`src/rtl/id_hazard_ctrl_if.sv`:
```
// Bundle between the fetch/pipeline side (master) and the decode-stage hazard controller (slave).
interface id_hazard_ctrl_if;
  logic        if_valid;
  logic [31:0] if_instr;
  logic        flush;
  logic [31:0] id_instr;
  logic        id_valid;
  logic [1:0]  sign_ext_sel;
  logic        pc_write;
  logic        ifid_write;
  logic        idex_bubble;
  logic        id_is_load;
  logic        id_illegal;
  logic [1:0]  dbg_state;

  modport master (
    output if_valid, if_instr, flush,
    input  id_instr, id_valid, sign_ext_sel, pc_write, ifid_write,
           idex_bubble, id_is_load, id_illegal, dbg_state
  );

  modport slave (
    input  if_valid, if_instr, flush,
    output id_instr, id_valid, sign_ext_sel, pc_write, ifid_write,
           idex_bubble, id_is_load, id_illegal, dbg_state
  );
endinterface

```
`src/rtl/id_hazard_ctrl.sv`:
```
// Decode-stage controller: IF/ID register, instruction classification and load-use stall/flush control.
// Optional HAZARD_STATS_EN adds saturating stall_count/flush_count outputs.
module id_hazard_ctrl #(
  parameter int unsigned XZR_IDX      = 31,
  parameter logic [1:0]  IMM_FALLBACK = 2'b00
) (
  input  logic              clk,
  input  logic              reset,
  id_hazard_ctrl_if.slave   bus
`ifdef HAZARD_STATS_EN
  ,
  output logic [15:0]       stall_count,
  output logic [15:0]       flush_count
`endif
);

  localparam logic [4:0]  XZR_R   = XZR_IDX[4:0];
  localparam logic [10:0] OP_LDUR = 11'b11111000010;
  localparam logic [10:0] OP_STUR = 11'b11111000000;
  localparam logic [10:0] OP_ADD  = 11'b10001011000;
  localparam logic [10:0] OP_SUB  = 11'b11001011000;
  localparam logic [10:0] OP_AND  = 11'b10001010000;
  localparam logic [10:0] OP_ORR  = 11'b10101010000;
  localparam logic [9:0]  OP_ADDI = 10'b1001000100;
  localparam logic [9:0]  OP_SUBI = 10'b1101000100;
  localparam logic [5:0]  OP_B    = 6'b000101;
  localparam logic [7:0]  OP_CBZ  = 8'b10110100;
  localparam logic [7:0]  OP_CBNZ = 8'b10110101;

  typedef enum logic [1:0] {
    ST_EMPTY = 2'b00,
    ST_RUN   = 2'b01,
    ST_STALL = 2'b10
  } state_t;

  logic [31:0] id_instr_r;
  logic        id_valid_r;
  logic        ex_load_r;
  logic [4:0]  ex_rd_r;

  logic [1:0]  sel_s;
  logic        load_s;
  logic        legal_s;
  logic        src_a_en_s;
  logic        src_b_en_s;
  logic [4:0]  src_a_s;
  logic [4:0]  src_b_s;
  logic        stall_s;
  state_t      state_s;

  // Opcode decode: immediate format and which register fields are read in ID.
  always_comb begin
    sel_s      = IMM_FALLBACK;
    load_s     = 1'b0;
    legal_s    = 1'b0;
    src_a_en_s = 1'b0;
    src_b_en_s = 1'b0;
    src_a_s    = id_instr_r[9:5];
    src_b_s    = id_instr_r[20:16];
    if (id_instr_r[31:21] == OP_LDUR) begin
      sel_s      = 2'b01;
      load_s     = 1'b1;
      legal_s    = 1'b1;
      src_a_en_s = 1'b1;
    end else if (id_instr_r[31:21] == OP_STUR) begin
      sel_s      = 2'b01;
      legal_s    = 1'b1;
      src_a_en_s = 1'b1;
      src_b_en_s = 1'b1;
      src_b_s    = id_instr_r[4:0];
    end else if ((id_instr_r[31:21] == OP_ADD) || (id_instr_r[31:21] == OP_SUB) ||
                 (id_instr_r[31:21] == OP_AND) || (id_instr_r[31:21] == OP_ORR)) begin
      legal_s    = 1'b1;
      src_a_en_s = 1'b1;
      src_b_en_s = 1'b1;
    end else if ((id_instr_r[31:22] == OP_ADDI) || (id_instr_r[31:22] == OP_SUBI)) begin
      sel_s      = 2'b00;
      legal_s    = 1'b1;
      src_a_en_s = 1'b1;
    end else if (id_instr_r[31:26] == OP_B) begin
      sel_s      = 2'b10;
      legal_s    = 1'b1;
    end else if ((id_instr_r[31:24] == OP_CBZ) || (id_instr_r[31:24] == OP_CBNZ)) begin
      sel_s      = 2'b11;
      legal_s    = 1'b1;
      src_a_en_s = 1'b1;
      src_a_s    = id_instr_r[4:0];
    end else begin
      sel_s      = IMM_FALLBACK;
      legal_s    = 1'b0;
    end
  end

  // Load-use hazard: a load in EX writing a register that ID reads (X31 never counts).
  always_comb begin
    stall_s = id_valid_r & ex_load_r & (ex_rd_r != XZR_R) &
              ((src_a_en_s & (src_a_s == ex_rd_r)) | (src_b_en_s & (src_b_s == ex_rd_r)));
  end

  // Debug view of the decode slot, derived purely from registered state.
  always_comb begin
    state_s = ST_RUN;
    if (!id_valid_r) begin
      state_s = ST_EMPTY;
    end else if (stall_s) begin
      state_s = ST_STALL;
    end else begin
      state_s = ST_RUN;
    end
  end

  // IF/ID register and EX-stage load tracking; flush outranks stall.
  always_ff @(posedge clk) begin
    if (reset) begin
      id_instr_r <= 32'd0;
      id_valid_r <= 1'b0;
      ex_load_r  <= 1'b0;
      ex_rd_r    <= 5'd0;
    end else begin
      ex_load_r <= id_valid_r & load_s & ~stall_s & ~bus.flush;
      ex_rd_r   <= id_instr_r[4:0];
      if (bus.flush) begin
        id_instr_r <= 32'd0;
        id_valid_r <= 1'b0;
      end else if (stall_s) begin
        id_instr_r <= id_instr_r;
        id_valid_r <= id_valid_r;
      end else begin
        id_instr_r <= bus.if_instr;
        id_valid_r <= bus.if_valid;
      end
    end
  end

  assign bus.id_instr     = id_instr_r;
  assign bus.id_valid     = id_valid_r;
  assign bus.sign_ext_sel = sel_s;
  assign bus.pc_write     = ~stall_s;
  assign bus.ifid_write   = ~stall_s;
  assign bus.idex_bubble  = stall_s | bus.flush | ~id_valid_r;
  assign bus.id_is_load   = id_valid_r & load_s;
  assign bus.id_illegal   = id_valid_r & ~legal_s;
  assign bus.dbg_state    = state_s;

`ifdef HAZARD_STATS_EN
  logic [15:0] stall_cnt_r;
  logic [15:0] flush_cnt_r;

  // Saturating event counters for stall and flush cycles.
  always_ff @(posedge clk) begin
    if (reset) begin
      stall_cnt_r <= 16'd0;
      flush_cnt_r <= 16'd0;
    end else begin
      if (stall_s && (stall_cnt_r != 16'hFFFF)) begin
        stall_cnt_r <= stall_cnt_r + 16'd1;
      end else begin
        stall_cnt_r <= stall_cnt_r;
      end
      if (bus.flush && (flush_cnt_r != 16'hFFFF)) begin
        flush_cnt_r <= flush_cnt_r + 16'd1;
      end else begin
        flush_cnt_r <= flush_cnt_r;
      end
    end
  end

  assign stall_count = stall_cnt_r;
  assign flush_count = flush_cnt_r;
`endif

endmodule

```
`src/flat_wrapper.sv`:
```
// flat-port wrapper written by rule: the top's interface ports become plain ports
module id_hazard_ctrl_flat 
#(
  parameter int unsigned XZR_IDX      = 31,
  parameter logic [1:0]  IMM_FALLBACK = 2'b00
)
  (clk, reset, bus_if_valid, bus_if_instr, bus_flush, bus_id_instr, bus_id_valid, bus_sign_ext_sel, bus_pc_write, bus_ifid_write, bus_idex_bubble, bus_id_is_load, bus_id_illegal, bus_dbg_state);
  id_hazard_ctrl_if bus_i ();
  input  logic clk;
  input  logic reset;
  input wire logic [$bits(bus_i.if_valid)-1:0] bus_if_valid;
  input wire logic [$bits(bus_i.if_instr)-1:0] bus_if_instr;
  input wire logic [$bits(bus_i.flush)-1:0] bus_flush;
  output wire logic [$bits(bus_i.id_instr)-1:0] bus_id_instr;
  output wire logic [$bits(bus_i.id_valid)-1:0] bus_id_valid;
  output wire logic [$bits(bus_i.sign_ext_sel)-1:0] bus_sign_ext_sel;
  output wire logic [$bits(bus_i.pc_write)-1:0] bus_pc_write;
  output wire logic [$bits(bus_i.ifid_write)-1:0] bus_ifid_write;
  output wire logic [$bits(bus_i.idex_bubble)-1:0] bus_idex_bubble;
  output wire logic [$bits(bus_i.id_is_load)-1:0] bus_id_is_load;
  output wire logic [$bits(bus_i.id_illegal)-1:0] bus_id_illegal;
  output wire logic [$bits(bus_i.dbg_state)-1:0] bus_dbg_state;
  assign bus_i.if_valid = bus_if_valid;
  assign bus_i.if_instr = bus_if_instr;
  assign bus_i.flush = bus_flush;
  assign bus_id_instr = bus_i.id_instr;
  assign bus_id_valid = bus_i.id_valid;
  assign bus_sign_ext_sel = bus_i.sign_ext_sel;
  assign bus_pc_write = bus_i.pc_write;
  assign bus_ifid_write = bus_i.ifid_write;
  assign bus_idex_bubble = bus_i.idex_bubble;
  assign bus_id_is_load = bus_i.id_is_load;
  assign bus_id_illegal = bus_i.id_illegal;
  assign bus_dbg_state = bus_i.dbg_state;
  id_hazard_ctrl #(.XZR_IDX(XZR_IDX), .IMM_FALLBACK(IMM_FALLBACK)) u_core (.clk(clk), .reset(reset), .bus(bus_i));
endmodule
```
`config.mk`:
```
export PLATFORM = sky130hd
export DESIGN_NAME = id_hazard_ctrl_flat
export DESIGN_NICKNAME = d
export VERILOG_FILES = /design/src/rtl/id_hazard_ctrl_if.sv /design/src/rtl/id_hazard_ctrl.sv /design/src/flat_wrapper.sv
export SDC_FILE = /design/constraint.sdc
export NUM_CORES = 1
export LEC_CHECK = 0
export CAP_MARGIN = 20
export CORE_MARGIN = 5
export CORE_UTILIZATION = 47
export CTS_CLUSTER_DIAMETER = 30
export DETAILED_ROUTE_END_ITERATION = 7
export PLACE_DENSITY = 0.92
export SETUP_SLACK_MARGIN = 0.3
export SLEW_MARGIN = 20
export SYNTH_ARGS = -nofsm -noshare
export SYNTH_HDL_FRONTEND = slang
export SYNTH_SLANG_ARGS = --single-unit
```
`constraint.sdc`:
```
create_clock -name clk -period 4.9 [get_ports clk]
set_input_delay 0.98 -clock clk [delete_from_list [all_inputs] [get_ports clk]]
set_output_delay 0.98 -clock clk [all_outputs]
set_load 0.02 [all_outputs]
```
==> results.cfg <==
[status]
run_status = finished clean

[timing]
slew_at_the_pin_with_the_worst_max_slew_slack_ns = 0.966
finalMaxSlewViolations = 0
rsz0062_at_grt = false
max-slew-margin-rel_pct = 35.6
timing.final.hold_violations = 0
timing.hold.ws_ns = 0.480
finalSetupTns_ns = 0
clock-skew-final_ns = 0.00783
achievable-frequency_ghz = 0.257
period_share_pct = 79.3
setup_viol = 0
minimum_clock_period_ns = 3.88

[clock_network]
cts_htree_levels = 2
cts.path.max_buffers = 2
clock-root-buffer = sky130_fd_sc_hd__clkbuf_8
clk_transition_reported_paths_ns = 0.08
clock_latency_ns = 0.29
clock_tree_from_tritoncts = yes
ctsHoldBuffers = 0
post_cts.repair.setup_buffers = 0
cts.repair.resized = 0
clock_sinks = 39
cts_buffers = 5

[cells_and_area]
n_antenna_cell = 0
sequential_cell_area_sq_um = 781
multi_input_comb_area_sq_um = 1060
area_growth_pct = 44.3
fillerInstances = 323
final_common_cell = sky130_fd_sc_hd__clkdlybuf4s50_1
mostFrequentLayoutCells = sky130_fd_sc_hd__clkdlybuf4s50_1, sky130_fd_sc_hd__dfxtp_1, sky130_fd_sc_hd__a21oi_1, sky130_fd_sc_hd__nand3_1, sky130_fd_sc_hd__o21ai_0
layout.nets = 339
post_route_cells_drive_above_1_share_pct = 6.58

[drt]
residual_drc_count = 0
initialDrtViolationCount = 182
drt_pass1_iterations = 4
wire_length_after_detailed_routing_mm = 6.24
detail_route.vias_per_cell = 5.93
via_count = 2099
wl_per_cell_microns = 17.6
antenna_left = 0

[power_and_ir_drop]
power.leakage_uw = 0.00108
power_switching_uw = 182
vdd_ir_drop_max_v = 0.000205
p_per_area_nw_per_um2 = 255
power_report.internal_total_uw = 541
share_seq_of_total_power_pct = 47.4
clockPowerShare_pct = 37.8
power.share.switching_pct = 25.2
power.share.combinational_pct = 14.7

[synth]
synth-edff-count = 0
asyncSetResetFlopFracSynth_pct = 0
netlist_area_sq_um = 1970
seq_area_frac_synth_pct = 39.7
top_flip_flop_cell_by_instance_count_after_synthesis = sky130_fd_sc_hd__dfxtp_1
netlist_top_cells_area = sky130_fd_sc_hd__dfxtp_1, sky130_fd_sc_hd__a21oi_1, sky130_fd_sc_hd__nand3_1
mappedNetlistNets = 270
yosys_register_bits = 39
synth_area_leader_cell = sky130_fd_sc_hd__dfxtp_1
synth_top_cell_area_share_pct = 39.7
syn_avg_cell_area_sq_um = 8.40
post_synth_num_cell_types = 48
yosys_warnings = 0
synth_cells = 234

[grt]
wire_length_of_the_first_global_routing_pass_mm = 9.85
maximum_number_of_pins_on_one_net_before_global_route_repair = 33
track_usage_pct = 23.0
vias_in_the_first_global_route = 2049
initial_antenna_violation_count = 0
overflow = 0

[setup_path]
critical_path.startpoint_type = flop
critical-path-slowest-cell = sky130_fd_sc_hd__clkdlybuf4s50_1
regToRegSetupSlack_ns = 2.17
worst-endpoint-arrival_ns = 2.90
critical_path.reg2reg.endpoint = u_core.bus.id_instr[17]$_SDFFE_PP0N_
critPathTopFamily = simple AND/OR/NAND/NOR gates
timing.critical_path.required_ns = 3.92
cp_cell_sequence = or3_1, nor3_4, mux2_2, a221o_1, and3_1, nand2b_1, clkdlybuf4s50_1
worst-path-max-fanout = 6
end_kind = output pin
setup.worst_path.class = flop to output pin
crit_buf_inv = 1
startpoint_of_the_lowest_slack_register_to_register_path = u_core.bus.id_instr[30]$_SDFFE_PP0N_
critical_path.max_stage_delay_ns = 0.59
reg2reg_depth = 7

[floorplan]
fp-row-count = 23
initial_core_util_pct = 48.8
die_w_microns = 74.7
dieHeight_microns = 74.7
core_footprint_sq_um = 4030
die-area_sq_um = 5580
floorplan.io_pins = 78

[place]
place.port_buffers = 77
routabilityCongestion = 0.923
dpl.hpwl_mm = 4.48

[min_path]
min_delay_path_depth = 2
hp-start = u_core.bus.id_instr[14]$_SDFFE_PP0N_
endpoint_with_the_worst_hold_slack = u_core.bus.id_instr[14]$_SDFFE_PP0N_
hold_class = flop to flop

[flow_run]
maxCapViolCount = 0
## sequential cells by signal (all words and copies together), names as in the netlist
| signal | cells |
|---|---|
| u_core.bus.id_instr | 32 |
| u_core.ex_rd_r | 5 |
| u_core.ex_load_r | 1 |
| u_core.bus.id_valid | 1 |
## routing by layer
metal	vias up	global-route usage (%)	share of wire [%]
met1	986	29.4	41
met4	0	9.29	2.4
met5	-	0	0
met3	14	4.94	7.7
met2	101	37.7	49
li1	998	-	-
## cells in the mapped netlist (all sizes together) (2+ instances only)
cell type  count
inv            8
xor2           2
nor4b          2
nand4b         2
and4bb         2
o31ai          2
nand3         29
a21oi         33
nand2b         4
nor4           2
nand2          5
clkbuf         3
o211ai         2
xnor2          5
and3           3
nand4          2
o221ai         3
or3b           2
nor2b          5
o21ai         33
dfxtp         39
nor2           6
o21a           2
nand4bb        2
mux2i          4
buf           15
a31oi          2
## cell families (layout without fill, tap and decap cells)
kind of cell / count (synthesis) / after routing / share of synthesized area [%]
multiplexers: 5 / 5 / 2.61
flip-flops: 39 / 39 / 39.7
XOR/XNOR: 7 / 7 / 3.12
buffers and inverters: 26 / 96 / 6.49
AND/OR/NAND/NOR: 74 / 74 / 24.0
AO/OA/AOI/OAI: 83 / 83 / 24.1
## area by class of cell
type | count | area share (%)
Multi-Input combinational cell | 169 | 37.3
Timing Repair Buffer | 80 | 28.0
Sequential cell | 39 | 27.5
Clock buffer | 5 | 2.43
Tap cell | 50 | 2.21
Clock inverter | 3 | 1.54
Inverter | 8 | 1.06
## how the worst max path moves through the flow
stage,start,end,slack (ns),cells after the start
6_report,u_core.bus.id_instr[22]$_SDFFE_PP0N_,bus_idex_bubble,1.02,7
2_1_floorplan,u_core.bus.id_instr[29]$_SDFFE_PP0N_,bus_pc_write,1.41,8
3_5_place_dp,u_core.bus.id_instr[30]$_SDFFE_PP0N_,bus_idex_bubble,1.34,7
5_1_grt,u_core.bus.id_instr[27]$_SDFFE_PP0N_,bus_idex_bubble,0.86,7
3_3_place_gp,u_core.bus.id_instr[22]$_SDFFE_PP0N_,bus_idex_bubble,1.36,7
4_1_cts,u_core.bus.id_instr[22]$_SDFFE_PP0N_,bus_idex_bubble,1.02,7
## worst min-delay path, stage by stage, from the launching register on
cell and delay [ns]:
sky130_fd_sc_hd__dfxtp_1 0.31, sky130_fd_sc_hd__o21ai_0 0.07, sky130_fd_sc_hd__a21oi_1 0.06
## power by group through the flow
stage | combinational, uW | clock, uW | sequential (uW)
2_1_floorplan | 33.9 | 0 | 360
3_3_place_gp | 105 | 0 | 349
3_5_place_dp | 106 | 0 | 350
4_1_cts | 107 | 272 | 343
5_1_grt | 114 | 288 | 345
6_report | 107 | 274 | 343
## metrics by stage
stage               power, uW  worst slack, ns  utilization (%)  instances  instance area (sq um)
finish                    723             1.02             70.4        354                   2840
global route              747            0.857             70.4        354                   2840
CTS                       722             1.02             70.4        354                   2840
detailed placement        456             1.34             67.6        346                   2720
global placement          454             1.36             67.6        346                   2720
floorplan                 394             1.41                -        234                   1970
(Power assumes the default switching activity.)
